$ cat src/rtl/alu_if.sv
// ALU operand/result bundle: operands and op code in, comb and
// registered status out. master drives operands, slave is the ALU.
interface alu_if #(
  parameter int WIDTH = 32
);
  logic [WIDTH-1:0] in1;
  logic [WIDTH-1:0] in2;
  logic [3:0]       ctl;
  logic [WIDTH-1:0] result;
  logic             zero;
  logic             overflow;
  logic [WIDTH-1:0] result_q;
  logic             zero_q;
  logic             ovf_q;

  modport master (
    output in1,
    output in2,
    output ctl,
    input  result,
    input  zero,
    input  overflow,
    input  result_q,
    input  zero_q,
    input  ovf_q
  );

  modport slave (
    input  in1,
    input  in2,
    input  ctl,
    output result,
    output zero,
    output overflow,
    output result_q,
    output zero_q,
    output ovf_q
  );
endinterface

$ cat src/rtl/alu.sv
// Integer ALU: comb result/zero/overflow plus a 1-cycle status copy.
// Ports: clk, rst_n (sync, active-low), bus (alu_if.slave).
module alu #(
  parameter int WIDTH = 32
) (
  input  logic  clk,
  input  logic  rst_n,
  alu_if.slave  bus
);

  localparam int SW = (WIDTH > 1) ? $clog2(WIDTH) : 1;
  localparam int M  = WIDTH - 1;

  localparam logic [3:0] OP_AND  = 4'b0000;
  localparam logic [3:0] OP_OR   = 4'b0001;
  localparam logic [3:0] OP_ADD  = 4'b0010;
  localparam logic [3:0] OP_XOR  = 4'b0011;
  localparam logic [3:0] OP_SLL  = 4'b0100;
  localparam logic [3:0] OP_SRL  = 4'b0101;
  localparam logic [3:0] OP_SUB  = 4'b0110;
  localparam logic [3:0] OP_SLT  = 4'b0111;
  localparam logic [3:0] OP_SRA  = 4'b1000;
  localparam logic [3:0] OP_SLTU = 4'b1001;
  localparam logic [3:0] OP_NOR  = 4'b1100;

  logic [WIDTH-1:0] w_a;
  logic [WIDTH-1:0] w_b;
  logic [3:0]       w_ctl;
  logic [SW-1:0]    w_sh;
  logic [WIDTH-1:0] w_sum;
  logic [WIDTH-1:0] w_diff;
  logic             w_slt;
  logic             w_sltu;
  logic             w_add_ovf;
  logic             w_sub_ovf;
  logic [WIDTH-1:0] w_res;
  logic             w_ovf;
  logic             w_zero;

  logic w_is_and;
  logic w_is_or;
  logic w_is_add;
  logic w_is_xor;
  logic w_is_sll;
  logic w_is_srl;
  logic w_is_sub;
  logic w_is_slt;
  logic w_is_sra;
  logic w_is_sltu;
  logic w_is_nor;

  logic [WIDTH-1:0] r_res;
  logic             r_zero;
  logic             r_ovf;

  assign w_a   = bus.in1;
  assign w_b   = bus.in2;
  assign w_ctl = bus.ctl;
  assign w_sh  = w_b[SW-1:0];

  // Carry out of both adders is dropped.
  assign w_sum  = w_a + w_b;
  assign w_diff = w_a - w_b;

  assign w_add_ovf = (w_a[M] == w_b[M]) &&
                     (w_sum[M] != w_a[M]);
  assign w_sub_ovf = (w_a[M] != w_b[M]) &&
                     (w_diff[M] != w_a[M]);

  // True signed compare, so SLT stays right
  // when the subtraction overflows.
  assign w_slt  = $signed(w_a) < $signed(w_b);
  assign w_sltu = w_a < w_b;

  assign w_is_and  = (w_ctl == OP_AND);
  assign w_is_or   = (w_ctl == OP_OR);
  assign w_is_add  = (w_ctl == OP_ADD);
  assign w_is_xor  = (w_ctl == OP_XOR);
  assign w_is_sll  = (w_ctl == OP_SLL);
  assign w_is_srl  = (w_ctl == OP_SRL);
  assign w_is_sub  = (w_ctl == OP_SUB);
  assign w_is_slt  = (w_ctl == OP_SLT);
  assign w_is_sra  = (w_ctl == OP_SRA);
  assign w_is_sltu = (w_ctl == OP_SLTU);
  assign w_is_nor  = (w_ctl == OP_NOR);

  // Unknown op codes fall to the defaults:
  // result 0, overflow 0.
  always_comb begin
    w_res = '0;
    w_ovf = 1'b0;
    unique case (1'b1)
      w_is_and:  w_res = w_a & w_b;
      w_is_or:   w_res = w_a | w_b;
      w_is_add: begin
        w_res = w_sum;
        w_ovf = w_add_ovf;
      end
      w_is_xor:  w_res = w_a ^ w_b;
      w_is_sll:  w_res = w_a << w_sh;
      w_is_srl:  w_res = w_a >> w_sh;
      w_is_sub: begin
        w_res = w_diff;
        w_ovf = w_sub_ovf;
      end
      w_is_slt:  w_res = {{M{1'b0}}, w_slt};
      w_is_sra:
        w_res = $unsigned($signed(w_a) >>> w_sh);
      w_is_sltu: w_res = {{M{1'b0}}, w_sltu};
      w_is_nor:  w_res = ~(w_a | w_b);
      default: begin
        w_res = '0;
        w_ovf = 1'b0;
      end
    endcase
  end

  assign w_zero = ~|w_res;

  always_ff @(posedge clk) begin
    if (!rst_n) begin
      r_res  <= '0;
      r_zero <= 1'b1;
      r_ovf  <= 1'b0;
    end else begin
      r_res  <= w_res;
      r_zero <= w_zero;
      r_ovf  <= w_ovf;
    end
  end

  assign bus.result   = w_res;
  assign bus.zero     = w_zero;
  assign bus.overflow = w_ovf;
  assign bus.result_q = r_res;
  assign bus.zero_q   = r_zero;
  assign bus.ovf_q    = r_ovf;

endmodule

$ cat src/flat_wrapper.sv
// flat-port wrapper written by rule: the top's interface ports become plain ports
module alu_flat 
#(
  parameter int WIDTH = 32
)
  (clk, rst_n, bus_in1, bus_in2, bus_ctl, bus_result, bus_zero, bus_overflow, bus_result_q, bus_zero_q, bus_ovf_q);
  alu_if #(.WIDTH(WIDTH)) bus_i ();
  input  logic clk;
  input  logic rst_n;
  input wire logic [$bits(bus_i.in1)-1:0] bus_in1;
  input wire logic [$bits(bus_i.in2)-1:0] bus_in2;
  input wire logic [$bits(bus_i.ctl)-1:0] bus_ctl;
  output wire logic [$bits(bus_i.result)-1:0] bus_result;
  output wire logic [$bits(bus_i.zero)-1:0] bus_zero;
  output wire logic [$bits(bus_i.overflow)-1:0] bus_overflow;
  output wire logic [$bits(bus_i.result_q)-1:0] bus_result_q;
  output wire logic [$bits(bus_i.zero_q)-1:0] bus_zero_q;
  output wire logic [$bits(bus_i.ovf_q)-1:0] bus_ovf_q;
  assign bus_i.in1 = bus_in1;
  assign bus_i.in2 = bus_in2;
  assign bus_i.ctl = bus_ctl;
  assign bus_result = bus_i.result;
  assign bus_zero = bus_i.zero;
  assign bus_overflow = bus_i.overflow;
  assign bus_result_q = bus_i.result_q;
  assign bus_zero_q = bus_i.zero_q;
  assign bus_ovf_q = bus_i.ovf_q;
  alu #(.WIDTH(WIDTH)) u_core (.clk(clk), .rst_n(rst_n), .bus(bus_i));
endmodule
$ cat config.mk
export PLATFORM = sky130hd
export DESIGN_NAME = alu_flat
export DESIGN_NICKNAME = d
export VERILOG_FILES = /design/src/rtl/alu_if.sv /design/src/rtl/alu.sv /design/src/flat_wrapper.sv
export SDC_FILE = /design/constraint.sdc
export NUM_CORES = 1
export LEC_CHECK = 0
export CORE_MARGIN = 4
export CORE_UTILIZATION = 55
export CTS_BUF_LIST = sky130_fd_sc_hd__clkbuf_8
export DETAILED_ROUTE_END_ITERATION = 6
export HOLD_SLACK_MARGIN = 0.06
export PLACE_DENSITY = 0.84
export SLEW_MARGIN = 10
export SYNTH_ARGS = -nofsm -noshare
export SYNTH_HDL_FRONTEND = slang
export SYNTH_SLANG_ARGS = --single-unit
$ cat constraint.sdc
create_clock -name clk -period 12.5 [get_ports clk]
set_clock_uncertainty 0.05 [all_clocks]
set_input_delay 3.125 -clock clk [delete_from_list [all_inputs] [get_ports clk]]
set_output_delay 3.125 -clock clk [all_outputs]
set_load 0.1 [all_outputs]
### Word-level counts from Yosys, hierarchy flattened

Index checks and enable logic that the tools add are counted.

| storage, ports and cells | value |
|---|---|
| word-level logic and storage cells | 35 |
| flip-flop bits (word level) | 34 |

| operators by class | value |
|---|---|
| magnitude comparators | 2 |
| muxes and demuxes | 2 |
| add/sub/neg operators | 2 |
| reduce and logical (&&, ||, !) cells | 5 |
| shift-type cells | 3 |
| eq/ne operators | 14 |
| bitwise operators | 4 |

Operator list:

| operator | number |
|---|---|
| case mux 32 bit (11 select lines) | 1 |
| less-than comparator 32 bit | 2 |
| adder 32 bit | 1 |
| AND 32 bit | 1 |
| NOT 32 bit | 1 |
| bitwise OR 32 bit | 1 |
| OR reduction 32 bit | 1 |
| left shift 32 x 5 -> 32 bit | 1 |
| >> shifter 32 x 5 -> 32 bit | 1 |
| >>> shifter 32 x 5 -> 32 bit | 1 |
| subtractor 32 bit | 1 |
| XOR 32 bit | 1 |
| == test 4 x 3 -> 1 bit (second input constant) | 4 |
| == test 4 bit (second input constant) | 3 |
| == test 4 x 2 -> 1 bit (second input constant) | 2 |
| == test 4 x 1 -> 1 bit (second input constant) | 1 |
| logical NOT 4 bit | 1 |
| inequality test 1 bit | 3 |
| logical AND 1 bit | 2 |
| case mux 1 bit (2 select lines) | 1 |
| == test 1 bit | 1 |
| logical NOT 1 bit | 1 |

### Logic depth before layout (Yosys ltp)

| depth | value |
|---|---|
| depth in word-level cells | 5 |
| mapped depth | 18 |
| mapped depth without buffers | 14 |

### Worst setup path after synthesis

OpenSTA, ideal clock, no wires.

| timing | value |
|---|---|
| path kind | input to output |
| start | input bus_in2[2] |
| end | output bus_zero |
| stages on the path | 17 |
| slack | -104 ps |
| data required time | 9325 ps |
| arrival time | 9429 ps |
| buffers on the path | 5 |
| cell sequence | buf_2 -> buf_2 -> inv_2 -> buf_1 -> clkbuf_1 -> ha_1 -> buf_2 -> or4_1 -> a211oi_1 -> a311oi_2 -> o31ai_2 -> a211oi_1 -> and2_0 -> o32ai_1 -> nand4bb_1 -> nor4_2 -> and4_1 |

| between the ends | value |
|---|---|
| elaborated cells on any way between the ends | 14 |
| classes of those cells | 2 x add/sub; 2 x order compare; 3 x shift; 1 x mux; 4 x bitwise; 2 x reduce/logical |

RTL lines:

| element | RTL line | source |
|---|---|---|
| from (decl) | flat_wrapper.sv:11 | `input wire logic [$bits(bus_i.in2)-1:0] bus_in2;` |
| subtractor 32 bit, or another cell as far along | alu.sv:63 | `assign w_diff = w_a - w_b;` |
| case mux 32 bit (11 select lines) (*) | alu.sv:92 | `unique case (1'b1)` |
| net bus_result[27] | flat_wrapper.sv:13 | `output wire logic [$bits(bus_i.result)-1:0] bus_result;` |
| OR reduction 32 bit (*) | alu.sv:118 | `assign w_zero = ~\|w_res;` |
| logical NOT 1 bit (*) | alu.sv:118 |  |
| to (decl) | flat_wrapper.sv:14 | `output wire logic [$bits(bus_i.zero)-1:0] bus_zero;` |

The timed path passes the listed nets; every way through them passes the cells marked *.

### Worst setup path after layout

| timing | value |
|---|---|
| start | input bus_in2[1] |
| end | output bus_zero |

| between the ends | value |
|---|---|
| cells in the longest elaborated chain, start to end | 5 |
| elaborated cells on any way between the ends | 14 |
| classes of those cells | 2 x add/sub; 2 x order compare; 3 x shift; 1 x mux; 4 x bitwise; 2 x reduce/logical |

Ends and longest elaborated chain:

| element | RTL line |
|---|---|
| parallel branches: the longest is 2 deep, another holds subtractor 32 bit | - |
| case mux 32 bit (11 select lines) (*) | alu.sv:92 |
| OR reduction 32 bit (*) | alu.sv:118 |
| logical NOT 1 bit (*) | alu.sv:118 |

Mark *: on every way between the ends.

==> impl_metrics.csv <==
group,metric,value,unit
setup_path,crit_fanout,60,
sta,rsz0062_at_grt,"no",
die,die_w,151,um
die,dieHeight,151,um
setup_path,worstPathRequired,9320,ps
job,drv_cap,0,
synth,synth_nets,1839,
die,dieArea,22800,sq um
synth,synth_top_family_by_area,"compound AO/OA/AOI/OAI gates",
final_layout,ff_latch_area,681,sq um
status,status,"finished with violations",
sta,fmax,84.9,MHz
clocking,cts.reportedPaths.clkPinSlew,70,ps
pwr,p_leak,5.19,nW
detailed_routing,drcViolationCount,4,
setup_path,arrival,8600,ps
placement,dp_hpwl,47000,um
sta,tightest_slew,1180,ps
setup_path,cp_slowest_cell,"o311ai_0",
clocking,cts_root_buf,"clkbuf_8",
sta,finalHoldViolCount,0,
final_layout,layout.cells.most_common,"nor2_1",
synth,syn_avg_cell_area,6.77,sq um
synth,syn_inst,1663,
final_layout,n_fill_cell,1827,
detailed_routing,drtPass1Iterations,7,
pwr,clkPwrFrac,8.4,%
synth,synth_top_area_cell,"ha_1",
pwr,power.total,0.00101,W
synth,synth_mux_area_share,13.0,%
final_layout,nets,1908,
clocking,h-tree-depth,2,
final_layout,area_growth,13.8,%
synth,synth_top_area_share,11.6,%
final_layout,layout-drive-gt1-share,10.3,%
sta,maxSlewViolCount,0,
pwr,switching_share,62.1,%
synth,synthFlopType,"dfxtp_1",
grt,grt_pass1_wl,85700,um
synth,seq_area_frac_synth,6.04,%
sta,hold_slack,3690,ps
die,core,20200,sq um
pwr,switchingPower,0.000625,W
sta,timing.setup.tns,0,ps
synth,synth_compound_area_share,33.9,%
min_path,min_path_type,"input pin to flip-flop",
detailed_routing,wire_per_inst,29.8,um
setup_path,crit_chain,"buf_4, inv_1, ha_1, nand3_1, a21o_1, and2_1, o311ai_0, o31ai_1, a221oi_1, o221a_2, and4_1, nand4_1, nor4_2, and4_1, buf_12",
clocking,cts_setup_buffers,0,
pwr,ir_drop,0.0000455,V
detailed_routing,drt_iter0_drc,2869,
detailed_routing,num_vias,15215,
grt,track_usage,49.8,%
die,boundaryPins,138,
placement,io_buffer_count,137,
setup_path,path_class,"input pin to output port",
synth,ys_top_cells_by_area,"ha_1, nor2_1, dfxtp_1, a21oi_1, mux2i_1",
synth,synth-xor-area-share,1.09,%
pwr,p_int,0.000381,W
synth,synthSimpleGateAreaFrac,25.4,%
detailed_routing,wl,59600,um
grt,grt_pass1_vias,13504,
clocking,cts_buffer_depth,2,
status,violations,"design-rule violations",
clocking,cts_tree,"built",
synth,ys_types,99,
pwr,power_frac_seq,12.0,%
final_layout,final_cell_mix,"nor2_1, nand2_1, a21oi_1",
final_layout,antennaDiodeCount,0,
pwr,power_density,78.5,nW/um^2
sta,setup_viol,0,
synth,yosysWarnings,0,
setup_path,cpMostUsedCell,"and4_1",
synth,synth_edf_count,0,
clocking,cts-resized-gates,0,
setup_path,cp-start-kind,"input pin",
grt,antenna_found_initial,0,
detailed_routing,vias_per_cell,7.60,
setup_path,max_stage_delay,980,ps
synth,syn_area,11300,sq um
clocking,numCtsBuffers,5,
detailed_routing,ant_nets,0,
final_layout,final_area,12800,sq um
setup_path,end_kind,"output port",
sta,layout_min_cycle_time,11780,ps
final_layout,multiInputGateArea,9630,sq um
die,rows,52,
grt,grt_max_degree,61,
placement,placed_area,12700,sq um
synth,synthArstFlopShare,0,%
clocking,cts_sinks,34,
grt,grt_overflow_total,0,
clocking,ctsHoldBuffers,0,
placement,gp_congestion,1.23,
synth,synth_seq_cells,34,
synth,synth_fa_ha_area_share,11.9,%
die,start_util,55.8,%
pwr,pwr-share-comb,79.6,%
sta,finalCritPeriodShare,94.2,%
sta,slew_headroom,20.8,%
state kept, by name (all words and copies together), names as in the netlist:
name,cells
u_core.bus.zero_q,1
u_core.bus.ovf_q,1
u_core.bus.result_q,32
critical path: cells and delay by family:
kind | cells | cell delay [ps]
buffers and inverters | 3 | 1260
AOI/OAI and AO/OA | 5 | 2310
adders and majority gates | 1 | 470
and+or+nand+nor | 6 | 1420
worst paths after layout:
kind	startpoint	endpoint	slack, ps	depth (start not counted)
setup / recovery	bus_in2[1]	bus_zero	720	15
hold / removal	bus_ctl[0]	u_core.bus.result_q[3]$_SDFF_PN0_	3690	6
per-stage QoR:
| stage | instances | util (%) | worst slack [ps] |
|---|---|---|---|
| finish | 2003 | 63.5 | 720 |
| global route | 2003 | 63.5 | 793 |
| floorplan | 1663 | - | 233 |
| global placement | 1995 | 63.1 | 1190 |
| CTS | 2003 | 63.5 | 1060 |
| detailed placement | 1995 | 63.1 | 1050 |
synthesized netlist by cell type, types with 15 or more instances:
cell,number
and2_1,33
o211ai_1,32
nand2b_1,21
inv_1,104
nand3_1,35
o21ai_0,89
or2_2,15
a21oi_1,134
mux2i_1,62
o221ai_1,18
a211oi_1,35
nand2_1,161
a22oi_1,22
nor3_1,42
dfxtp_1,34
nor4_1,21
nor2b_1,16
o22ai_1,39
mux2_2,36
clkbuf_1,66
mux4_2,16
buf_2,28
ha_1,104
o31ai_1,25
a31oi_1,19
nor2_1,193
power by group through the flow:
stage | clock [W] | sequential [W] | combinational [W]
after floorplan | 0 | 0.000198 | 0.000454
after global placement | 0 | 0.000123 | 0.000759
after detailed placement | 0 | 0.000124 | 0.000763
after CTS | 0.0000851 | 0.000121 | 0.000766
after global routing | 0.0000879 | 0.000122 | 0.000820
final | 0.0000847 | 0.000121 | 0.000801
final cells by class:
cell class,count,area share (%)
Tap cell,270,2.64
Sequential cell,34,5.31
Timing Repair Buffer,183,12.9
Clock inverter,2,0.0976
Inverter,109,3.19
Clock buffer,6,0.644
Multi-Input combinational cell,1399,75.2
metal layers:
layer / GRT usage [%] / share of wire [%] / vias to the layer above
met4: 33.1 / 9.6 / 0
met1: 63.4 / 35 / 6914
met3: 14.7 / 16 / 400
li1: - / - / 6346
met5: 0 / 0 / -
met2: 72.7 / 39 / 1555
cell families (layout without fill, tap and decap cells):
family                     count (synthesis)  after routing
DFF                                       34             34
xor gates and xnor gates                  14             14
and+or+nand+nor                          599            599
AOI/OAI and AO/OA                        562            562
muxes                                    118            118
adders and majority gates                106            106
buffers and inverters                    230            300
No activity file was read; power rests on OpenSTA's default activity.
